$ cat src/rtl/ex_mem_pkg.sv
// Shared widths, zero constants and action decode for the EX/MEM pipeline register.
package ex_mem_pkg;

    localparam int REG_W      = 32;
    localparam int REG_ADDR_W = 5;
    localparam int ALUOP_W    = 8;
    localparam int HILO_W     = 64;
    localparam int CNT_W      = 2;

    localparam logic [REG_W-1:0]      ZERO_WORD    = '0;
    localparam logic [REG_ADDR_W-1:0] NOP_REG_ADDR = '0;
    localparam logic [ALUOP_W-1:0]    EXE_NOP_OP   = '0;

    typedef enum logic [1:0] {
        ACT_FLUSH,
        ACT_HOLD,
        ACT_BUBBLE,
        ACT_CAPTURE
    } action_e;

    typedef struct packed {
        logic [REG_ADDR_W-1:0] wd;
        logic                  wreg;
        logic [REG_W-1:0]      wdata;
        logic                  whilo;
        logic [REG_W-1:0]      hi;
        logic [REG_W-1:0]      lo;
        logic [ALUOP_W-1:0]    aluop;
        logic [REG_W-1:0]      mem_addr;
        logic [REG_W-1:0]      reg2;
        logic                  is_in_delayslot;
        logic [REG_W-1:0]      inst_addr;
        logic                  valid;
    } mem_slot_t;

    localparam mem_slot_t EMPTY_SLOT = '{
        wd: NOP_REG_ADDR, wreg: 1'b0, wdata: ZERO_WORD, whilo: 1'b0,
        hi: ZERO_WORD, lo: ZERO_WORD, aluop: EXE_NOP_OP, mem_addr: ZERO_WORD,
        reg2: ZERO_WORD, is_in_delayslot: 1'b0, inst_addr: ZERO_WORD, valid: 1'b0
    };

    // Flush beats everything; a held MEM stage ignores the EX stall.
    function automatic action_e decode_action(input logic flush, input logic stall,
                                              input logic stall_next);
        if (flush)           return ACT_FLUSH;
        else if (stall_next) return ACT_HOLD;
        else if (stall)      return ACT_BUBBLE;
        else                 return ACT_CAPTURE;
    endfunction

endpackage

$ cat src/rtl/ex_mem.sv
// EX/MEM pipeline register with flush/hold/bubble control and madd/msub
// partial-product feedback to EX.
module ex_mem
    import ex_mem_pkg::*;
(
    input  logic                  clk,
    input  logic                  rst,
    input  logic                  flush,
    input  logic                  stall,
    input  logic                  stall_next,
    input  logic [REG_ADDR_W-1:0] ex_wd,
    input  logic                  ex_wreg,
    input  logic [REG_W-1:0]      ex_wdata,
    input  logic                  ex_whilo,
    input  logic [REG_W-1:0]      ex_hi,
    input  logic [REG_W-1:0]      ex_lo,
    input  logic [ALUOP_W-1:0]    ex_aluop,
    input  logic [REG_W-1:0]      ex_mem_addr,
    input  logic [REG_W-1:0]      ex_reg2,
    input  logic                  ex_is_in_delayslot,
    input  logic [REG_W-1:0]      ex_inst_addr,
    input  logic [HILO_W-1:0]     ex_hilo_temp,
    input  logic [CNT_W-1:0]      ex_cnt,
    output logic [REG_ADDR_W-1:0] mem_wd,
    output logic                  mem_wreg,
    output logic [REG_W-1:0]      mem_wdata,
    output logic                  mem_whilo,
    output logic [REG_W-1:0]      mem_hi,
    output logic [REG_W-1:0]      mem_lo,
    output logic [ALUOP_W-1:0]    mem_aluop,
    output logic [REG_W-1:0]      mem_mem_addr,
    output logic [REG_W-1:0]      mem_reg2,
    output logic                  mem_is_in_delayslot,
    output logic [REG_W-1:0]      mem_inst_addr,
    output logic                  mem_valid,
    output logic [HILO_W-1:0]     hilo_temp_o,
    output logic [CNT_W-1:0]      cnt_o
);

    mem_slot_t             slot_d, slot_q;
    logic [HILO_W-1:0]     hilo_temp_d, hilo_temp_q;
    logic [CNT_W-1:0]      cnt_d, cnt_q;
    action_e               action;
    mem_slot_t             ex_slot;

    assign action  = decode_action(flush, stall, stall_next);
    assign ex_slot = '{
        wd: ex_wd, wreg: ex_wreg, wdata: ex_wdata, whilo: ex_whilo,
        hi: ex_hi, lo: ex_lo, aluop: ex_aluop, mem_addr: ex_mem_addr,
        reg2: ex_reg2, is_in_delayslot: ex_is_in_delayslot,
        inst_addr: ex_inst_addr, valid: 1'b1
    };

    always_comb begin
        slot_d      = slot_q;
        hilo_temp_d = hilo_temp_q;
        cnt_d       = cnt_q;
        case (action)
            ACT_FLUSH: begin
                slot_d      = EMPTY_SLOT;
                hilo_temp_d = '0;
                cnt_d       = '0;
            end
            ACT_HOLD: ;
            // EX is stalled on its own multi-cycle op: keep feeding its partial result back.
            ACT_BUBBLE: begin
                slot_d      = EMPTY_SLOT;
                hilo_temp_d = ex_hilo_temp;
                cnt_d       = ex_cnt;
            end
            ACT_CAPTURE: begin
                slot_d      = ex_slot;
                hilo_temp_d = '0;
                cnt_d       = '0;
            end
            default: ;
        endcase
    end

    always_ff @(posedge clk or posedge rst) begin
        if (rst) begin
            slot_q      <= EMPTY_SLOT;
            hilo_temp_q <= '0;
            cnt_q       <= '0;
        end else begin
            slot_q      <= slot_d;
            hilo_temp_q <= hilo_temp_d;
            cnt_q       <= cnt_d;
        end
    end

    assign mem_wd              = slot_q.wd;
    assign mem_wreg            = slot_q.wreg;
    assign mem_wdata           = slot_q.wdata;
    assign mem_whilo           = slot_q.whilo;
    assign mem_hi              = slot_q.hi;
    assign mem_lo              = slot_q.lo;
    assign mem_aluop           = slot_q.aluop;
    assign mem_mem_addr        = slot_q.mem_addr;
    assign mem_reg2            = slot_q.reg2;
    assign mem_is_in_delayslot = slot_q.is_in_delayslot;
    assign mem_inst_addr       = slot_q.inst_addr;
    assign mem_valid           = slot_q.valid;
    assign hilo_temp_o         = hilo_temp_q;
    assign cnt_o               = cnt_q;

endmodule
$ cat config.mk
export PLATFORM = sky130hd
export DESIGN_NAME = ex_mem
export DESIGN_NICKNAME = d
export VERILOG_FILES = /design/src/rtl/ex_mem_pkg.sv /design/src/rtl/ex_mem.sv
export SDC_FILE = /design/constraint.sdc
export NUM_CORES = 1
export LEC_CHECK = 0
export CAP_MARGIN = 25
export CORE_ASPECT_RATIO = 0.6
export CORE_MARGIN = 10
export CORE_UTILIZATION = 38
export DETAILED_ROUTE_END_ITERATION = 10
export GPL_ROUTABILITY_DRIVEN = 1
export PLACE_DENSITY = 0.87
export RECOVER_POWER = 100
export SLEW_MARGIN = 10
export SYNTH_ARGS = -nofsm -noshare
export SYNTH_HDL_FRONTEND = slang
export SYNTH_SLANG_ARGS = --single-unit
$ cat constraint.sdc
create_clock -name clk -period 8.8 [get_ports clk]
set_clock_uncertainty 0.05 [all_clocks]
set_input_delay 1.76 -clock clk [delete_from_list [all_inputs] [get_ports clk]]
set_output_delay 1.76 -clock clk [all_outputs]
set_load 0.05 [all_outputs]
After elaboration in Yosys (flattened, before gate mapping)
Index checks and enable logic that the tools add are counted.
- register bits after elaboration: 275
- bits of input ports: 279
- output and inout port bits: 275
- word-level logic and storage cells: 27
- equal/unequal tests: 2
- multiplexer cells: 6
- reductions and logical operators: 5
- operators with widths (kind ; number):
    $pmux 209 s2 ; 1
    $pmux 64 s2 ; 1
    $eq 2x2->1 const B ; 2
    $mux 2 ; 2
    $pmux 2 s2 ; 1
    $reduce_bool 2->1 ; 2
    $reduce_or 2->1 ; 2
    $logic_not 2->1 ; 1
    $mux 1 ; 1

Logic depth before layout (Yosys ltp)
Gate-level depths: netlist of the first run.
- depth after elaboration: 6
- depth in mapped cells: 10
- gate-level depth less buffers: 5

Worst setup path before layout of the first run
OpenSTA, ideal clock, no wires.
- kind: in2reg
- from: input port stall_next
- to: register slot_q, in the netlist mem_aluop[0]
- setup time: 0.083 ns
- arrival: 3.141 ns
- data required time: 8.667 ns
- path slack: 5.526 ns
- stages on the path: 10
- buffers on the path: 5
- cells stage by stage: buf_6 > clkbuf_1 > inv_1 > a21oi_1 > ha_1 > buf_4 > buf_2 > buf_2 > nand2_1 > o21ai_0
- word-level cells in the longest chain between the ends: 5
- elaborated cells between the ends (all ways): 8
- classes of those cells: eq/ne: 2; mux: 3; reduce/logical: 3
- ends and longest elaborated chain (item ; RTL line ; RTL):
    start: declaration ; ex_mem.sv:10 ; input logic stall_next,
    $mux 2 * ; ex_mem_pkg.sv:46 ; else if (stall_next) return ACT_HOLD;
    $mux 2 * ; ex_mem_pkg.sv:45 ; if (flush) return ACT_FLUSH;
    $eq 2x2->1 / $logic_not 2->1 (equally long branches) ; ex_mem.sv:58 ; case (action)
    $reduce_or 2->1 (no source line) ; n/a ;
    $pmux 209 s2 / $reduce_bool 2->1 (equally long branches) ; n/a ;
    end signal: assignment ; ex_mem.sv:86 ; slot_q <= slot_d;
    end: declaration ; ex_mem.sv:40 ; mem_slot_t slot_d, slot_q;
Every way passes the cells marked *; elsewhere a longest branch is shown, timed or not.
A chain may end at the register's enable or synchronous reset.

Worst setup path in the final report of the first run
- from: input port stall_next
- to: register hilo_temp_q[2], in the netlist hilo_temp_o[2]
- word-level cells in the longest chain between the ends: 5
- elaborated cells between the ends (all ways): 8
- classes of those cells: eq/ne: 2; mux: 3; reduce/logical: 3
- ends and longest elaborated chain (item ; RTL line ; RTL):
    $mux 2 * ; ex_mem_pkg.sv:46 ;
    $mux 2 * ; ex_mem_pkg.sv:45 ;
    $eq 2x2->1 / $logic_not 2->1 (equally long branches) ; ex_mem.sv:58 ;
    $reduce_or 2->1 (no source line) ; n/a ;
    $pmux 64 s2 / $reduce_bool 2->1 (equally long branches) ; n/a ;
    end signal: assignment ; ex_mem.sv:87 ; hilo_temp_q <= hilo_temp_d;
    end: declaration ; ex_mem.sv:41 ; logic [HILO_W-1:0] hilo_temp_d, hilo_temp_q;
Marked as above.

==> impl_metrics.py, run 1 <==
metrics = {
    "status": {
        "status": "finished, violations left",
        "failed_checks": "capacitance limit, slew limit",
    },
    "logic_synthesis": {
        "syn_nets": 1507,
        "synth_most_common_cell": "dfrtp_1",
        "synth-edff-count": 0,
        "synth-simple-area-share_pct": 25.52,
        "ys_seq_area_share_pct": 56.59,
        "synth_top_family_by_area": "simple AND/OR/NAND/NOR gates",
        "synth_xor_area_share_pct": 0,
        "netlist_top_cells_area": "dfrtp_1, nand3b_1, o21ai_0",
        "synth_top_cell_by_area": "dfrtp_1",
        "synth_compound_area_share_pct": 11.32,
        "async_flop_share_pct": 100.0,
        "synthTopCellsByCount": "dfrtp_1, nand2_1, nand3b_1",
        "avgSynthCellArea_um2": 9.919,
        "synthAdderAreaFrac_pct": 0.2058,
        "synthMuxAreaShare_pct": 0.09260,
        "synth-seq-cells": 275,
        "yosysWarningCount": 0,
        "synth_flop_cell": "dfrtp_1",
        "netlist_area_um2": 12160,
        "netlist.area_leader.share_pct": 56.59,
        "synthCells": 1226,
        "yosysUniqueCellTypes": 17,
    },
    "timing": {
        "holdWs_ns": 0.4479,
        "setup_tns_ns": 0,
        "rsz0062_at_grt": "no",
        "fmax_mhz": 179.1,
        "period_share_pct": 63.45,
        "relSlewSlack_pct": -51.01,
        "setup_viol": 0,
        "slew_viol_final": 67,
        "hold_viol": 0,
        "final.min_clock_period_ns": 5.583,
        "tightest_slew_ns": 2.265,
    },
    "setup_path": {
        "worst-r2r-cell-count": 2,
        "path_class": "in2reg",
        "crit_buf_inv": 2,
        "cp-start-kind": "input port",
        "slowest_stage": "ha_1",
        "crit_required_ns": 9.19,
        "path_max_fanout": 120,
        "setup.worst_path.end_class": "flip-flop",
        "endpoint": "hilo_temp_o[2]",
        "slowest_delay_ns": 1.82,
        "r2r_end": "mem_lo[21]",
        "path_cells": "clkbuf_8 -> buf_4 -> nor2_1 -> ha_1 -> nand2_1 -> o21ai_0",
        "crit_arrival_ns": 5.97,
        "r2r_start": "mem_lo[21]",
        "crit_family": "adder cells",
        "crit_cells": 6,
        "r2r_slack_ns": 7.94,
        "crit_start": "stall_next",
    },
    "drt": {
        "drt-total-wl_um": 47310,
        "ant_nets": 0,
        "wl_per_cell_um": 22.07,
        "avgViaCountPerCell": 5.225,
        "vias": 11200,
        "drc": 0,
        "first_pass_iters": 6,
        "dr.first_iter.drc_count": 863,
    },
    "die": {
        "die_w_um": 250.9,
        "placementRows": 50,
        "initial_core_util_pct": 38.80,
        "coreArea_um2": 31340,
        "ios": 554,
        "dieArea_um2": 39790,
        "die_h_um": 158.6,
    },
    "clocking": {
        "cts_buffers": 27,
        "clk_pin_slew_worst_paths_ns": 0.06,
        "root_buffer": "clkbuf_16",
        "clk_latency_ns": 0.53,
        "cts_resized": 0,
        "hold_buffers": 0,
        "htreeDepth": 1,
        "cts_tree": "built",
        "cts_setup_buffers": 0,
        "cts_buffer_depth": 3,
        "cts_num_sinks": 275,
    },
    "cells_and_area": {
        "area_delta_synth_final_pct": 51.70,
        "final_nets": 1982,
        "regArea_um2": 6882,
        "drive_gt1_share_pct": 3.027,
        "num-fill-cells": 2503,
        "multi_input_area_um2": 4516,
    },
    "grt": {
        "grt_max_degree": 165,
        "track_usage_pct": 22.44,
        "gr-usage-met2_pct": 37.45,
        "grt.met1_usage_pct": 25.29,
        "overflow": 0,
        "grt.busiest_layer": "met2",
        "grt_pass1_vias": 11550,
        "grt_use_met3_pct": 8.539,
        "grt_antenna_before_repair": 10,
        "grt_pass1_wl_um": 70570,
    },
    "power": {
        "leakage_nw": 8.150,
        "ir_drop_mv": 0.1628,
        "power_density_nw_per_um2": 166.1,
        "power_w": 0.003064,
    },
    "placement": {
        "place_hpwl_um": 33100,
        "gp_congestion": 0.8649,
        "io_buffers": 553,
    },
    "min_path": {
        "min_path_type": "reg2reg",
    },
    "job": {
        "drv_cap": 1,
    },
}
final cells by class:
cell class              count  area share [%]
clock inverters             4          0.1424
repair buffers            567           30.85
diodes                      9          0.1221
flip-flops and latches    275           37.30
clock buffers              42           4.239
well taps                 416           2.821
inverters                   2         0.04748
multi-input cells         828           24.48
how the worst min path moves through the flow:
| stage | startpoint | to | slack [ns] | cells past startpoint |
|---|---|---|---|---|
| global route | mem_valid | mem_valid | 0.48 | 1 |
| detailed placement | mem_valid | mem_valid | 0.44 | 1 |
| global placement | mem_valid | mem_valid | 0.44 | 1 |
| finish | mem_valid | mem_valid | 0.45 | 1 |
| CTS | mem_valid | mem_valid | 0.47 | 1 |
| floorplan | mem_mem_addr[0] | mem_mem_addr[0] | 0.74 | 2 |
routing by layer:
layer,up-vias,wire (µm)
met4,2,1896
met1,5440,16970
met2,534,23730
met3,99,4699
met5,-,13
li1,5123,-
cells by family after synthesis:
kind of cell               Yosys count
buffers and inverters              123
AOI/OAI and AO/OA                  275
muxes                                1
adders and majority gates            2
DFF                                275
and+or+nand+nor                    550
power by group:
group / switching [W] / internal, W
Sequential: 0.0000300 / 0.00132
Clock: 0.000485 / 0.000606
Combinational: 0.000390 / 0.000233
flip-flops by register name, summed over array words and instances (netlist names), 2 cells and up:
register,count
mem_reg2,32
mem_wdata,32
mem_inst_addr,32
mem_hi,32
mem_aluop,8
mem_lo,32
mem_mem_addr,32
hilo_temp_o,64
cnt_o,2
mem_wd,5
worst reg2reg max path, cell delays in order (launching register included):
cell and delay, ns:
dfrtp_1 0.40, nand3b_1 0.12, o21ai_0 0.13
layout by cell type, fill, tap and decap left out:
cell,synthesis,routed
clkbuf_8,0,6
nand2_1,274,274
buf_4,5,9
buf_6,28,1
diode_2,0,9
clkinv_4,0,1
buf_12,0,1
nor2b_4,1,1
dfrtp_1,275,275
ha_1,2,2
clkdlybuf4s50_1,0,275
clkinvlp_4,0,1
a21oi_1,1,1
clkinvlp_2,0,1
dlygate4sd3_1,0,276
nor2_1,1,1
inv_1,2,1
clkbuf_1,22,12
clkbuf_16,0,27
mux2_1,1,1
clkinv_2,0,2
nand3b_1,274,274
o21ai_1,29,3
o21ai_0,245,271
buf_16,0,2
per-stage QoR:
stage / setup WS, ns / util [%] / cells / instance area [µm²]
after global routing: 2.960 / 58.84 / 2141 / 18440
final: 3.217 / 58.86 / 2143 / 18450
after floorplan: 3.353 / - / 1226 / 12160
after CTS: 4.364 / 58.72 / 2132 / 18410
after detailed placement: 3.789 / 56.14 / 2086 / 17600
after global placement: 3.912 / 56.08 / 2085 / 17580
No activity file was read; power rests on OpenSTA's default activity.
==> inputs of run 2 (changes only) <==
- clock period: 8.8 -> 4.7 ns (I/O delays scaled with it)
==> run 2 against run 1 <==
Effect of this change: the run still ends with capacitance limit, slew limit left; sequential power is 87% higher; wire length is 1.2% higher; non-clock buffer count up 8; critical endpoint is now mem_wdata[31]; largest power group unchanged.
==> impl_metrics.py, run 2 (same netlist as run 1, synthesis figures left out) <==
metrics = {
    "status": {
        "status": "finished, violations left",
        "failed_checks": "capacitance limit, slew limit",
    },
    "min_path": {
        "hold_start": "hilo_temp_o[17]",
        "min_path_type": "reg2reg",
    },
    "die": {
        "ios": 554,
        "die_h_um": 158.6,
        "coreArea_um2": 31340,
        "initial_core_util_pct": 38.80,
        "dieArea_um2": 39790,
        "placementRows": 50,
        "die_w_um": 250.9,
    },
    "clocking": {
        "cts_tree": "built",
        "clk_latency_ns": 0.53,
        "cts_setup_buffers": 0,
        "root_buffer": "clkbuf_16",
        "cts_num_sinks": 275,
        "cts_resized": 0,
        "htreeDepth": 1,
        "clk_pin_slew_worst_paths_ns": 0.06,
        "cts_buffers": 27,
        "hold_buffers": 0,
        "cts_buffer_depth": 3,
    },
    "drt": {
        "top_layer": "met5",
        "wl_met1_um": 17560,
        "dr.first_iter.drc_count": 831,
        "wl_per_cell_um": 22.21,
        "ant_nets": 0,
        "route.met2.wl_um": 24020,
        "first_pass_iters": 5,
        "drt-total-wl_um": 47850,
        "vias": 11220,
        "wl_met3_um": 4424,
        "avgViaCountPerCell": 5.206,
        "drc": 0,
    },
    "setup_path": {
        "crit_family": "buffers and inverters",
        "path_max_fanout": 77,
        "r2r_start": "mem_valid",
        "slowest_stage": "clkbuf_2",
        "crit_buf_inv": 3,
        "path_cells": "clkbuf_2 -> nor2b_1 -> buf_12 -> buf_12 -> o21ai_0",
        "crit_start": "stall_next",
        "slowest_delay_ns": 1.10,
        "crit_required_ns": 5.04,
        "path_class": "in2reg",
        "setup.worst_path.end_class": "flip-flop",
        "cp-start-kind": "input port",
        "crit_arrival_ns": 3.74,
        "crit_top_cell": "buf_12",
    },
    "placement": {
        "dp_slack_ns": 1.532,
        "place_hpwl_um": 33900,
        "gp_congestion": 0.8832,
        "io_buffers": 553,
    },
    "timing": {
        "fin_ws_ns": 1.297,
        "final.min_clock_period_ns": 3.403,
        "setup_viol": 0,
        "rsz0062_at_grt": "no",
        "relSlewSlack_pct": -7.087,
        "slew_viol_final": 77,
        "fmax_mhz": 293.9,
        "period_share_pct": 72.40,
        "hold_viol": 0,
        "tightest_slew_ns": 1.606,
        "setup_tns_ns": 0,
    },
    "power": {
        "p_switching_w": 0.001726,
        "internal_power_w": 0.004188,
        "swShare_pct": 29.19,
        "power_density_nw_per_um2": 317.2,
        "clockPowerShare_pct": 37.4,
        "p_comb_share_pct": 19.9,
        "seqPwrFrac_pct": 42.8,
        "leakage_nw": 8.233,
        "ir_drop_mv": 0.2506,
    },
    "grt": {
        "grt_pass1_wl_um": 71730,
        "grt_pass1_vias": 11740,
        "track_usage_pct": 22.87,
        "overflow": 0,
        "grt_max_degree": 202,
        "grt_antenna_before_repair": 10,
    },
    "job": {
        "drv_cap": 1,
    },
    "cells_and_area": {
        "area_delta_synth_final_pct": 53.31,
        "largest_reg_flops": 64,
        "final_nets": 1990,
        "final_util_pct": 59.48,
        "layout_common_cells": "dlygate4sd3_1, dfrtp_1, clkdlybuf4s50_1",
        "final_common_cell": "dlygate4sd3_1",
        "drive_gt1_share_pct": 3.530,
    },
}
[run 2: cell count changes in the layout (fill, tap and decap cells not counted), sizes merged]
cell and delta:
buf +3, bufinv +2, clkbuf +3, clkinv +3, clkinvlp -1, diode +2
[run 2: layout make-up]
class                      count  area, µm²
multi-input combinational    828       4521
clock inverter                 8      93.84
clock buffer                  40      794.5
inverter                       2      8.758
fill                        2512      12700
sequential                   275       6882
timing repair buffer         575       5796
antenna                       11      27.53
tap                          416      520.5
[run 2: power by group through the flow]
stage               Sequential (W)  Combinational (W)  Clock (W)
detailed placement         0.00258            0.00122          0
finish                     0.00253            0.00117    0.00221
global route               0.00254            0.00124    0.00236
global placement           0.00257            0.00121          0
floorplan                  0.00294           0.000291          0
CTS                        0.00253            0.00123    0.00225
[run 2: stage by stage]
stage | hold WS [ns] | cells | area (µm²) | total power [W]
global placement | 0.4460 | 2094 | 17740 | 0.003777
CTS | 0.4666 | 2143 | 18650 | 0.006015
detailed placement | 0.4500 | 2095 | 17760 | 0.003796
floorplan | 0.7388 | 1226 | 12160 | 0.003233
global route | 0.4869 | 2151 | 18630 | 0.006140
finish | 0.4572 | 2155 | 18640 | 0.005914
[run 2: layer usage]
| metal | global-route usage (%) | vias to the layer above |
|---|---|---|
| li1 | - | 5137 |
| met1 | 26.08 | 5486 |
| met4 | 10.43 | 4 |
| met5 | 0 | - |
| met2 | 38.55 | 498 |
| met3 | 7.792 | 94 |
[run 2: worst paths after layout]
path                                   end  slack [ns]  cells after the start
hold / removal             hilo_temp_o[17]        0.46                      2
setup reg to reg                 mem_valid        3.82                      1
max in group asynchronous        mem_hi[3]        1.39                      4
min in group asynchronous       mem_lo[11]        1.11                      2
hold reg to reg            hilo_temp_o[17]        0.46                      2
setup / recovery             mem_wdata[31]        1.30                      5
